**src/rtl/demux3_buf.sv**
```systemverilog
// demux3_buf: routes one upstream word to one of three channels,
// each behind a one-entry buffer; invalid selects are dropped and counted.
module demux3_buf #(
    parameter int LARGURA = 3
) (
    input  logic               Clock,
    input  logic               Resetn,
    input  logic [LARGURA-1:0] Dado,
    input  logic [1:0]         Sinal,
    input  logic               Valido_in,
    output logic               Pronto_in,
    output logic [LARGURA-1:0] Saida0,
    output logic [LARGURA-1:0] Saida1,
    output logic [LARGURA-1:0] Saida2,
    output logic               Valido0,
    output logic               Valido1,
    output logic               Valido2,
    input  logic               Pronto0,
    input  logic               Pronto1,
    input  logic               Pronto2,
    output logic [3:0]         ContErros
);

    logic [LARGURA-1:0] dado_q [3];
    logic [2:0]         cheio;
    logic [2:0]         pronto;
    logic [2:0]         carga;
    logic               aceito;
    logic               invalido;

    assign pronto = {Pronto2, Pronto1, Pronto0};

    // Upstream ready: selected buffer empty or draining this cycle
    always_comb begin
        Pronto_in = 1'b1;
        unique case (Sinal)
            2'b00:   Pronto_in = !cheio[0] || pronto[0];
            2'b01:   Pronto_in = !cheio[1] || pronto[1];
            2'b10:   Pronto_in = !cheio[2] || pronto[2];
            default: Pronto_in = 1'b1;
        endcase
    end

    assign aceito   = Valido_in && Pronto_in;
    assign invalido = aceito && (Sinal == 2'b11);

    // One-hot load strobe for the addressed channel
    always_comb begin
        carga = '0;
        unique case (Sinal)
            2'b00:   carga = {2'b00, aceito};
            2'b01:   carga = {1'b0, aceito, 1'b0};
            2'b10:   carga = {aceito, 2'b00};
            default: carga = '0;
        endcase
    end

    // Channel buffers: load wins over drain, data held when emptied
    always_ff @(posedge Clock or negedge Resetn) begin
        if (!Resetn) begin
            cheio <= '0;
            for (int k = 0; k < 3; k++) begin
                dado_q[k] <= '0;
            end
        end else begin
            for (int k = 0; k < 3; k++) begin
                if (carga[k]) begin
                    dado_q[k] <= Dado;
                    cheio[k]  <= 1'b1;
                end else if (cheio[k] && pronto[k]) begin
                    cheio[k] <= 1'b0;
                end
            end
        end
    end

    // Saturating counter of discarded invalid-select words
    always_ff @(posedge Clock or negedge Resetn) begin
        if (!Resetn) begin
            ContErros <= '0;
        end else if (invalido && ContErros != 4'd15) begin
            ContErros <= ContErros + 4'd1;
        end
    end

    assign Saida0  = dado_q[0];
    assign Saida1  = dado_q[1];
    assign Saida2  = dado_q[2];
    assign Valido0 = cheio[0];
    assign Valido1 = cheio[1];
    assign Valido2 = cheio[2];

endmodule

```
**config.mk**
```make
export PLATFORM = sky130hd
export DESIGN_NAME = demux3_buf
export DESIGN_NICKNAME = d
export VERILOG_FILES = /design/src/rtl/demux3_buf.sv
export SDC_FILE = /design/constraint.sdc
export NUM_CORES = 1
export LEC_CHECK = 0
export ABC_AREA = 1
export ABC_CLOCK_PERIOD_IN_PS = 3100
export BUFFER_PORTS_ARGS = -buffer_cell sky130_fd_sc_hd__buf_2
export CAP_MARGIN = 20
export CORE_ASPECT_RATIO = 0.9
export CORE_UTILIZATION = 50
export CTS_CLUSTER_SIZE = 25
export DETAILED_ROUTE_END_ITERATION = 8
export PLACE_DENSITY = 0.88
export SLEW_MARGIN = 10
export SYNTH_ARGS = -nofsm -noshare
export SYNTH_HDL_FRONTEND = slang
export SYNTH_SLANG_ARGS = --single-unit
```
**constraint.sdc**
```tcl
create_clock -name Clock -period 3.1 [get_ports Clock]
set_input_delay 0.465 -clock Clock [delete_from_list [all_inputs] [get_ports Clock]]
set_output_delay 0.465 -clock Clock [all_outputs]
set_load 0.05 [all_outputs]
```
======== Word level (Yosys, flattened, before mapping) ========
Cells that the tools add are included.
storage, ports and cells
  bits of input ports ..................... 11
  register bits ........................... 16
  logic and storage cells ................. 36
  output and inout bits ................... 17
operators by class
  $add $sub $neg .......................... 1
  mux-type cells .......................... 8
  reduce and logical (&&, ||, !) cells .... 16
  equality and inequality tests ........... 4
operator list
  cell                   count
  $pmux W3 S3            1
  $logic_and A1 B1 Y1    6
  $mux W1                6
  $reduce_bool A2 Y1     3
  $add A4 B1 Y4 const B  1
  $eq A2 B2 Y1 const B   2
  $ne A4 B4 Y1 const B   1
  $logic_not A1 Y1       3
  $logic_or A1 B1 Y1     3
  $pmux W1 S3            1
  $eq A2 B1 Y1 const B   1
  $logic_not A2 Y1       1

======== Depth between registers and ports, before layout ========
Gate-level depths: netlist of the first run.
  depth in word-level cells ............... 6
  mapped depth ............................ 7
  mapped depth without buffers ............ 7

======== Worst setup path after synthesis of the first run ========
No wires, ideal clock.
  kind .................................... register to output
  from .................................... register cheio[0]
  to ...................................... output Pronto_in
  cell stages (with the launch flop) ...... 5
  path buffers ............................ 1
  path slack .............................. 1479 ps
  required time ........................... 2635 ps
  arrival ................................. 1156 ps
  cells stage by stage .................... dfrtp_1 -> inv_1 -> o21ai_2 -> nand3_4 -> buf_12
on the way
  longest elaborated chain between the ends .. 3
RTL lines
  what                             line  text
  start, declared                  25    logic [2:0] cheio;
  start signal, assigned           61    cheio <= '0;
  start signal, assigned by index  69    cheio[k] <= 1'b1;
  start signal, assigned by index  71    cheio[k] <= 1'b0;
  $logic_not A1 Y1                 37    2'b00: Pronto_in = !cheio[0] || pronto[0];
  $logic_or A1 B1 Y1               37
  $pmux W1 S3                      36    unique case (Sinal)
  end, declared                    11    output logic Pronto_in,
No other way between the ends.

======== Worst setup path in the final report of the first run ========
  from .................................... input Sinal[1]
  to ...................................... output Pronto_in
on the way
  longest elaborated chain between the ends .. 2
  elaborated cells on any way between the ends .. 4
  classes of those cells .................. 2 x eq/ne; 1 x mux; 1 x reduce/logical
RTL lines
  what                                  line  text
  start, declared                       9     input logic [1:0] Sinal,
  $eq A2 B2 Y1 (tied with other cells)  36
  $pmux W1 S3 *                         36
Every way passes the cells marked *; elsewhere a longest branch is shown, timed or not.

==> impl_metrics.ini, run 1 <==
[final_layout]
nets = 124
insertedDiodeCount = 0
final_util = 0.649
area_growth_pct = 21.2
drive_above_1_share = 0.360

[power_and_ir_drop]
total_power_mw = 0.778
power_frac_clock = 0.175
p_sw_mw = 0.369
switching_share = 0.474
power_frac_comb = 0.438
power_frac_seq = 0.387
peakVddDrop_uv = 459
p_int_mw = 0.409
powerDensity_nw_per_um2 = 838
power_leakage_nw = 0.523

[setup_path]
critPathKind = primary input to primary output
path_max_fanout = 13
worstSetupStartpointType = primary input
crit_slowest_cell = buf_2
cpMostUsedCell = buf_2
crit_arrival_ns = 1.35
cp_data_required_time_ns = 2.63
cp_top_family = buffers and inverters
endpoint_kind = primary output
crit_chain = buf_2 > nor2_2 > o21ai_2 > nand3_4 > buf_2
cpPeakStageDelay_ns = 0.29
critical_path_buf_inv_count = 2

[synth]
post-synth-top-area-cell = dfrtp_1
synth-compound-area-share = 0.0261
synth_edf_count = 0
synthCells = 82
synthAdderAreaFrac = 0.0163
syn_avg_cell_area_um2 = 9.34
synth_most_common_cell = nand2_1
yosys-top-cells-count = nand2_1 (23), dfrtp_1 (16), nand3_1 (9), nand4_1 (9), inv_1 (6)
synth_top_family_by_area = simple AND/OR/NAND/NOR gates
syn_nets = 94
muxShareOfSynthArea = 0
ys_seq_area_frac = 0.523
synth_cell_types = 19
synthFlopType = dfrtp_1
synth_seq_cells = 16
ys_top_cells_by_area = dfrtp_1 (52%), nand2_1 (11%), nand4_1 (7.4%)
ys_warn_count = 0
synth-simple-area-share = 0.325
synthesis.area_um2 = 766
synthArstFlopShare = 1.00
synth-xor-area-share = 0.0343
synth_top_area_share = 0.523

[timing]
hold_viol_final = 0
finalClockSkew_ns = 0.00974
period_share = 0.587
slew_viol_final = 0
grt_setup_unrepaired = no
fin_crit_ns = 1.82
whs_ns = 0.0660
fmax_mhz = 549
setup-violations-final = 0
fin_setup_tns_ns = 0
slew-limit-headroom = 0.766
worst_pin_slew_ns = 0.352

[placement]
place_congestion = 0.795
portBuffers = 27
hpwl_mm = 1.21

[clock_network]
cts_sinks = 16
hold_buffers = 0
clk_pin_slew_ns = 0.10
tritoncts = yes
clock_path_buffers = 2
cts_resized = 0
clockRootBuffer = clkbuf_4
cts_setup_buffers = 0
cts_buffers = 3
htree_levels = 1
clk_latency_ns = 0.29

[route]
drt.antenna.violating_nets = 0
num_vias = 671
drt_iter0_drc = 22
firstDrtPassIters = 4
drc = 0
wl_per_cell_um = 12.6
routed_via_density = 5.33
routed_wl_mm = 1.59

[floorplan]
die_h_um = 39.1
start_util = 0.535
ios = 28
core_area_um2 = 1430
std_cell_rows = 13
die_w_um = 43.3
die-area_um2 = 1690

[worst_hold_path]
hp-class = primary input to asynchronous set/reset pin

[run]
cap_violations = 0

[global_route]
grt_pass1_vias = 598
overflow = 0
grt_use_total = 0.230
grt_pass1_wl_mm = 2.68
grt_antenna_before_repair = 0
grt_max_degree = 17

[outcome]
status = complete, no violations
per-layer routing:
metal	GRT usage	wire length (µm)
met3	0.0421	81
met1	0.287	706
met4	0.152	21
met5	0	0
met2	0.369	776
power by group through the flow:
stage | clock network [mW] | logic [mW] | registers, mW
finish | 0.136 | 0.341 | 0.301
floorplan | 0 | 0.0800 | 0.483
detailed placement | 0 | 0.342 | 0.304
global placement | 0 | 0.335 | 0.301
global route | 0.148 | 0.365 | 0.312
CTS | 0.140 | 0.343 | 0.302
cells in the final DEF, fill, tap and decap left out:
master	netlist	routed
o21ai_2	1	1
inv_1	6	6
buf_2	0	27
nand4_1	9	9
xnor2_1	2	2
dfrtp_1	16	16
nor2_2	2	2
nor2_1	2	2
nand3_4	1	1
xor2_1	1	1
ha_1	1	1
a31oi_1	1	1
nand2_1	23	23
clkbuf_8	0	1
clkbuf_4	0	3
inv_2	2	2
nor2_4	1	1
nand3_1	9	9
nand2_2	2	2
o21ai_0	1	1
cell families after synthesis:
family	count (synthesis)
AND/OR/NAND/NOR	49
flip-flops	16
buffers and inverters	10
AO/OA/AOI/OAI	3
XOR/XNOR	3
adder cells (fa/ha/maj)	1
final timing paths:
| check | depth (start not counted) | to | startpoint | slack [ns] |
|---|---|---|---|---|
| max in group asynchronous | 1 | ContErros[0] | Resetn | 2.76 |
| worst max-delay path | 5 | Pronto_in | Sinal[1] | 1.28 |
| worst min-delay path | 1 | cheio[2] | Resetn | 0.07 |
| worst max register to register | 5 | ContErros[3] | ContErros[0] | 1.91 |
| worst min register to register | 2 | Saida2[2] | Saida2[2] | 0.48 |
| min in group Clock | 2 | cheio[0] | Pronto0 | 0.39 |
worst register-to-register path, delay by kind of cell (launching register included):
kind                       cells  cell delay (ns)
xor gates and xnor gates       1             0.14
DFF                            1             0.42
adders and majority gates      1             0.22
and+or+nand+nor                3             0.33
through the flow:
step                      instance area, µm²  instances  worst slack (ns)
after global routing                     928        126              1.22
after global placement                   892        122              1.33
after CTS                                928        126              1.28
final                                    928        126              1.28
after floorplan                          766         82              1.48
after detailed placement                 892        122              1.28
flip-flops by register name (all words and copies together) (netlist names):
register   cells
Saida1         3
cheio          3
Saida2         3
ContErros      4
Saida0         3
cell type report:
class / count / area [µm²]
clock buffer: 4 / 36.3
multi-input combinational: 56 / 308
sequential: 16 / 400
timing repair buffer: 27 / 135
tap: 15 / 18.8
fill: 126 / 503
inverter: 8 / 30.0
Power figures use the tool's default switching activity.
==> run 2: changes to the inputs <==
--- a/config.mk
+++ b/config.mk
@@ -6,14 +6,14 @@
 export NUM_CORES = 1
 export LEC_CHECK = 0
 export ABC_AREA = 1
-export ABC_CLOCK_PERIOD_IN_PS = 3100
+export ABC_CLOCK_PERIOD_IN_PS = 1650
 export BUFFER_PORTS_ARGS = -buffer_cell sky130_fd_sc_hd__buf_2
 export CAP_MARGIN = 20
 export CORE_ASPECT_RATIO = 0.9
-export CORE_UTILIZATION = 50
+export CORE_UTILIZATION = 42
 export CTS_CLUSTER_SIZE = 25
 export DETAILED_ROUTE_END_ITERATION = 8
-export PLACE_DENSITY = 0.88
+export PLACE_DENSITY = 0.79
 export SLEW_MARGIN = 10
 export SYNTH_ARGS = -nofsm -noshare
 export SYNTH_HDL_FRONTEND = slang
==> constraint.sdc (replaced) <==
create_clock -name Clock -period 1.65 [get_ports Clock]
set_input_delay 0.2475 -clock Clock [delete_from_list [all_inputs] [get_ports Clock]]
set_output_delay 0.2475 -clock Clock [all_outputs]
set_load 0.05 [all_outputs]
==> impl_metrics.ini, run 2 (synthesized netlist as in run 1, its figures left out) <==
[route]
routed_wl_mm = 1.49
num_vias = 647
drt.antenna.violating_nets = 0
firstDrtPassIters = 4
routed_via_density = 4.79
drc = 0
drt_iter0_drc = 12
wl_per_cell_um = 11.0

[final_layout]
final_cell_mix = buf_2 (27), nand2_1 (23), dfrtp_1 (16)
regArea_um2 = 400
largest-register = ContErros
area_growth_pct = 22.2
multiInputGateArea_um2 = 308
layout_commonest_cell = buf_2
nets = 125
fin_area_um2 = 936
fillers = 162
drive_above_1_share = 0.351
largest_reg_flops = 4
insertedDiodeCount = 0

[timing]
hold_viol_final = 0
finalClockSkew_ns = 0.00357
slew-limit-headroom = 0.775
grt_setup_unrepaired = no
worst_pin_slew_ns = 0.337
setup_ws_ns = 0.116
fin_setup_tns_ns = 0
fmax_mhz = 652
period_share = 0.930
fin_crit_ns = 1.53
slew_viol_final = 0
setup-violations-final = 0

[global_route]
grt_pass1_wl_mm = 2.57
grt_use_total = 0.186
grt_max_degree = 17
overflow = 0
grt_antenna_before_repair = 0
grt_pass1_vias = 624

[clock_network]
clk_pin_slew_ns = 0.09
cts_buffers = 3
clock_path_buffers = 2
cts_sinks = 16
cts_setup_buffers = 0
clockRootBuffer = clkbuf_4
tritoncts = yes
htree_levels = 1
clk_latency_ns = 0.28

[floorplan]
die-area_um2 = 2000
ios = 28
std_cell_rows = 14
core_area_um2 = 1700
start_util = 0.451
die_w_um = 47.0
die_h_um = 42.5

[power_and_ir_drop]
power_frac_comb = 0.456
total_power_mw = 1.40
peakVddDrop_uv = 765
power_frac_seq = 0.403
switching_share = 0.486
power_leakage_nw = 0.520
powerDensity_nw_per_um2 = 1490
power_frac_clock = 0.140
p_int_mw = 0.719
p_sw_mw = 0.679

[placement]
place_congestion = 0.786
pre_cts_ws_ns = 0.278
postPlaceCellArea_um2 = 903
hpwl_mm = 1.16
portBuffers = 27

[setup_path]
path_max_fanout = 13
endpoint_kind = primary output
crit_slowest_cell = dfrtp_1
cpPeakStageDelay_ns = 0.40
cp_top_family = flip-flops
critPathKind = register to primary output
crit_chain = nand3_1 > nand2_1 > nand3_4 > buf_2
critical_path_buf_inv_count = 1
worstSetupStartpointType = register
crit_arrival_ns = 1.29
cp_data_required_time_ns = 1.40

[worst_hold_path]
hp-class = primary input to register

[run]
cap_violations = 0

[outcome]
status = complete, no violations
[run 2: what timing repair did]
| action | in CTS | in global routing |
|---|---|---|
| resized for setup | 0 | 0 |
| hold buffers | 1 | 0 |
| hold endpoints to repair | 16 | 0 |
[run 2: worst register-to-register path, delay by kind of cell (launching register included)]
family	cells	cell delay (ns)
adder cells (fa/ha/maj)	1	0.22
flip-flops	1	0.42
AND/OR/NAND/NOR	3	0.32
XOR/XNOR	1	0.14
[run 2: cell type report]
cell class	count	share of cell area
clock buffers	3	0.0241
inverters	8	0.0321
flip-flops and latches	16	0.428
multi-input cells	56	0.329
well taps	24	0.0321
repair buffers	28	0.155
[run 2: path summary, 6_finish.rpt]
| path | startpoint | end | slack (ns) | cells after the start |
|---|---|---|---|---|
| max in group asynchronous | Resetn | ContErros[2] | 1.00 | 2 |
| min reg2reg | Saida2[0] | Saida2[0] | 0.48 | 2 |
| min | Pronto0 | cheio[0] | 0.16 | 2 |
| max reg2reg | ContErros[0] | ContErros[3] | 0.48 | 5 |
| min in group asynchronous | Resetn | cheio[1] | 0.40 | 2 |
| max | cheio[2] | Pronto_in | 0.12 | 4 |
[run 2: power by group through the flow]
stage	combinational, mW	clock [mW]	sequential (mW)
CTS	0.642	0.203	0.566
global route	0.672	0.216	0.578
global placement	0.629	0	0.567
finish	0.638	0.196	0.564
detailed placement	0.639	0	0.574
floorplan	0.150	0	0.908
[run 2: metal layers]
| layer | wire [µm] | GRT usage |
|---|---|---|
| met2 | 704 | 0.278 |
| met5 | 0 | 0 |
| met3 | 58 | 0.0517 |
| met4 | 48 | 0.109 |
| met1 | 678 | 0.233 |
[run 2: stage by stage]
stage	utilization	hold slack, ns	std cells
detailed placement	0.532	0.179	131
global placement	0.532	0.174	131
global route	0.551	0.165	135
CTS	0.551	0.159	135
finish	0.551	0.165	135
floorplan	-	-0.0481	82
==> run 3: changes to the inputs <==
--- a/config.mk
+++ b/config.mk
@@ -7,13 +7,13 @@
 export LEC_CHECK = 0
 export ABC_AREA = 1
 export ABC_CLOCK_PERIOD_IN_PS = 1650
-export BUFFER_PORTS_ARGS = -buffer_cell sky130_fd_sc_hd__buf_2
 export CAP_MARGIN = 20
 export CORE_ASPECT_RATIO = 0.9
-export CORE_UTILIZATION = 42
+export CORE_UTILIZATION = 53
 export CTS_CLUSTER_SIZE = 25
 export DETAILED_ROUTE_END_ITERATION = 8
-export PLACE_DENSITY = 0.79
+export DONT_BUFFER_PORTS = 1
+export PLACE_DENSITY = 0.78
 export SLEW_MARGIN = 10
 export SYNTH_ARGS = -nofsm -noshare
 export SYNTH_HDL_FRONTEND = slang
==> impl_metrics.ini, run 3 (synthesized netlist as in run 1, its figures left out) <==
[floorplan]
die_w_um = 42.1
die_h_um = 38.1
start_util = 0.593
ios = 28
std_cell_rows = 12
core_area_um2 = 1290
die-area_um2 = 1600

[timing]
fmax_mhz = 677
grt_setup_unrepaired = no
slew-limit-headroom = 0.531
fin_setup_tns_ns = 0
hold_viol_final = 0
slew_viol_final = 0
fin_crit_ns = 1.48
period_share = 0.895
worst_pin_slew_ns = 0.702
setup-violations-final = 0
finalClockSkew_ns = 0.00162

[clock_network]
cts_setup_buffers = 0
htree_levels = 1
clk_latency_ns = 0.28
clockRootBuffer = clkbuf_4
clk_pin_slew_ns = 0.08
cts_sinks = 16
cts_resized = 0
cts_buffers = 3
clock_path_buffers = 2
tritoncts = yes

[final_layout]
largest_reg_flops = 4
drive_above_1_share = 0.226
largest-register = ContErros
fin_area_um2 = 862
layout_commonest_cell = nand2_1
area_growth_pct = 12.6
final_cell_mix = nand2_1 (23), dfrtp_1 (16), nand3_1 (9), nand4_1 (9), buf_4 (8)
insertedDiodeCount = 0
nets = 106

[route]
drt.antenna.violating_nets = 0
routed_wl_mm = 1.47
drt_iter0_drc = 12
drc = 0
routed_via_density = 5.09
firstDrtPassIters = 3
num_vias = 545
wl_per_cell_um = 13.7

[power_and_ir_drop]
power_frac_comb = 0.321
switching_share = 0.468
peakVddDrop_uv = 878
p_int_mw = 0.759
power_leakage_nw = 0.451
p_sw_mw = 0.667
power_frac_clock = 0.171
power_frac_seq = 0.508
powerDensity_nw_per_um2 = 1660

[setup_path]
endpoint_kind = primary output
critPathKind = register to primary output
path_max_fanout = 13
rr_endpoint = ContErros[3]
critical_path_buf_inv_count = 2
path_depth = 4
crit_arrival_ns = 1.23
crit_chain = inv_1 > o21ai_2 > nand3_4 > buf_4
worstSetupStartpointType = register
reg2reg_depth = 5
crit_slowest_cell = dfrtp_1
cp_data_required_time_ns = 1.40
r2r-start = ContErros[0]
cp_top_family = flip-flops
cpPeakStageDelay_ns = 0.35
rrSetupSlack_ns = 0.48

[worst_hold_path]
hold-path-cell-count = 1
hp-class = primary input to register
min_to = cheio[0]
hp-start = Pronto0

[global_route]
grt_antenna_before_repair = 0
grt_pass1_wl_mm = 2.48
overflow = 0
grt_max_degree = 17
grt_use_total = 0.214
grt_pass1_vias = 580

[run]
cap_violations = 0

[placement]
hpwl_mm = 1.17
portBuffers = 0
place_congestion = 0.793
postPlaceCellArea_um2 = 816

[outcome]
status = complete, no violations
## run 3: changes by cell type in the layout (fill, tap and decap cells not counted), sizes merged
cell    previous run  this run
buf               27         8
clkbuf             3         4
## run 3: worst reg2reg max path: cells and delay by family, from the launching register on
kind / cells / cell delay [ns]
flops: 1 / 0.40
fa+ha+maj: 1 / 0.22
simple gates: 3 / 0.33
xor+xnor: 1 / 0.14
## run 3: layer usage
metal  vias to the layer above  part of all wire  track usage
met1                       238              0.44        0.223
met2                        15              0.49        0.391
met5                         -                 0            0
met4                         0                 0       0.0547
li1                        292                 -            -
met3                         0             0.074        0.108
## run 3: area by class of cell
cell class	count	area, µm²
Fill cell	110	429
Sequential cell	16	400
Multi-Input combinational cell	56	308
Timing Repair Buffer	9	70.1
Clock buffer	4	36.3
Inverter	8	30.0
Tap cell	14	17.5
## run 3: through the flow
stage	setup WS (ns)	hold slack, ns	instances	util	power (mW)
6_report	0.174	0.0573	107	0.668	1.43
5_1_grt	0.0956	0.0490	107	0.668	1.50
4_1_cts	0.164	0.0478	107	0.668	1.45
3_5_place_dp	0.483	-0.0478	102	0.632	1.19
3_3_place_gp	0.501	-0.0478	102	0.632	1.16
2_1_floorplan	0.171	-0.0481	82	-	1.06
## run 3: what timing repair did
action                     4_1_cts  5_1_grt
hold endpoints to repair        16        0
hold buffers                     1        0
setup endpoints to repair        0        0
## run 3: worst max path at each step
stage	slack (ns)	end	startpoint
2_1_floorplan	0.17	ContErros[3]	ContErros[0]
3_3_place_gp	0.50	Pronto_in	cheio[0]
3_5_place_dp	0.48	Pronto_in	cheio[0]
4_1_cts	0.16	Pronto_in	cheio[0]
5_1_grt	0.1	Pronto_in	cheio[1]
6_report	0.17	Pronto_in	cheio[0]
## run 3: power by group through the flow
stage,Combinational [mW],Clock [mW],Sequential [mW]
finish,0.458,0.244,0.724
global route,0.492,0.267,0.737
CTS,0.464,0.258,0.726
detailed placement,0.453,0,0.735
global placement,0.437,0,0.725
floorplan,0.150,0,0.908
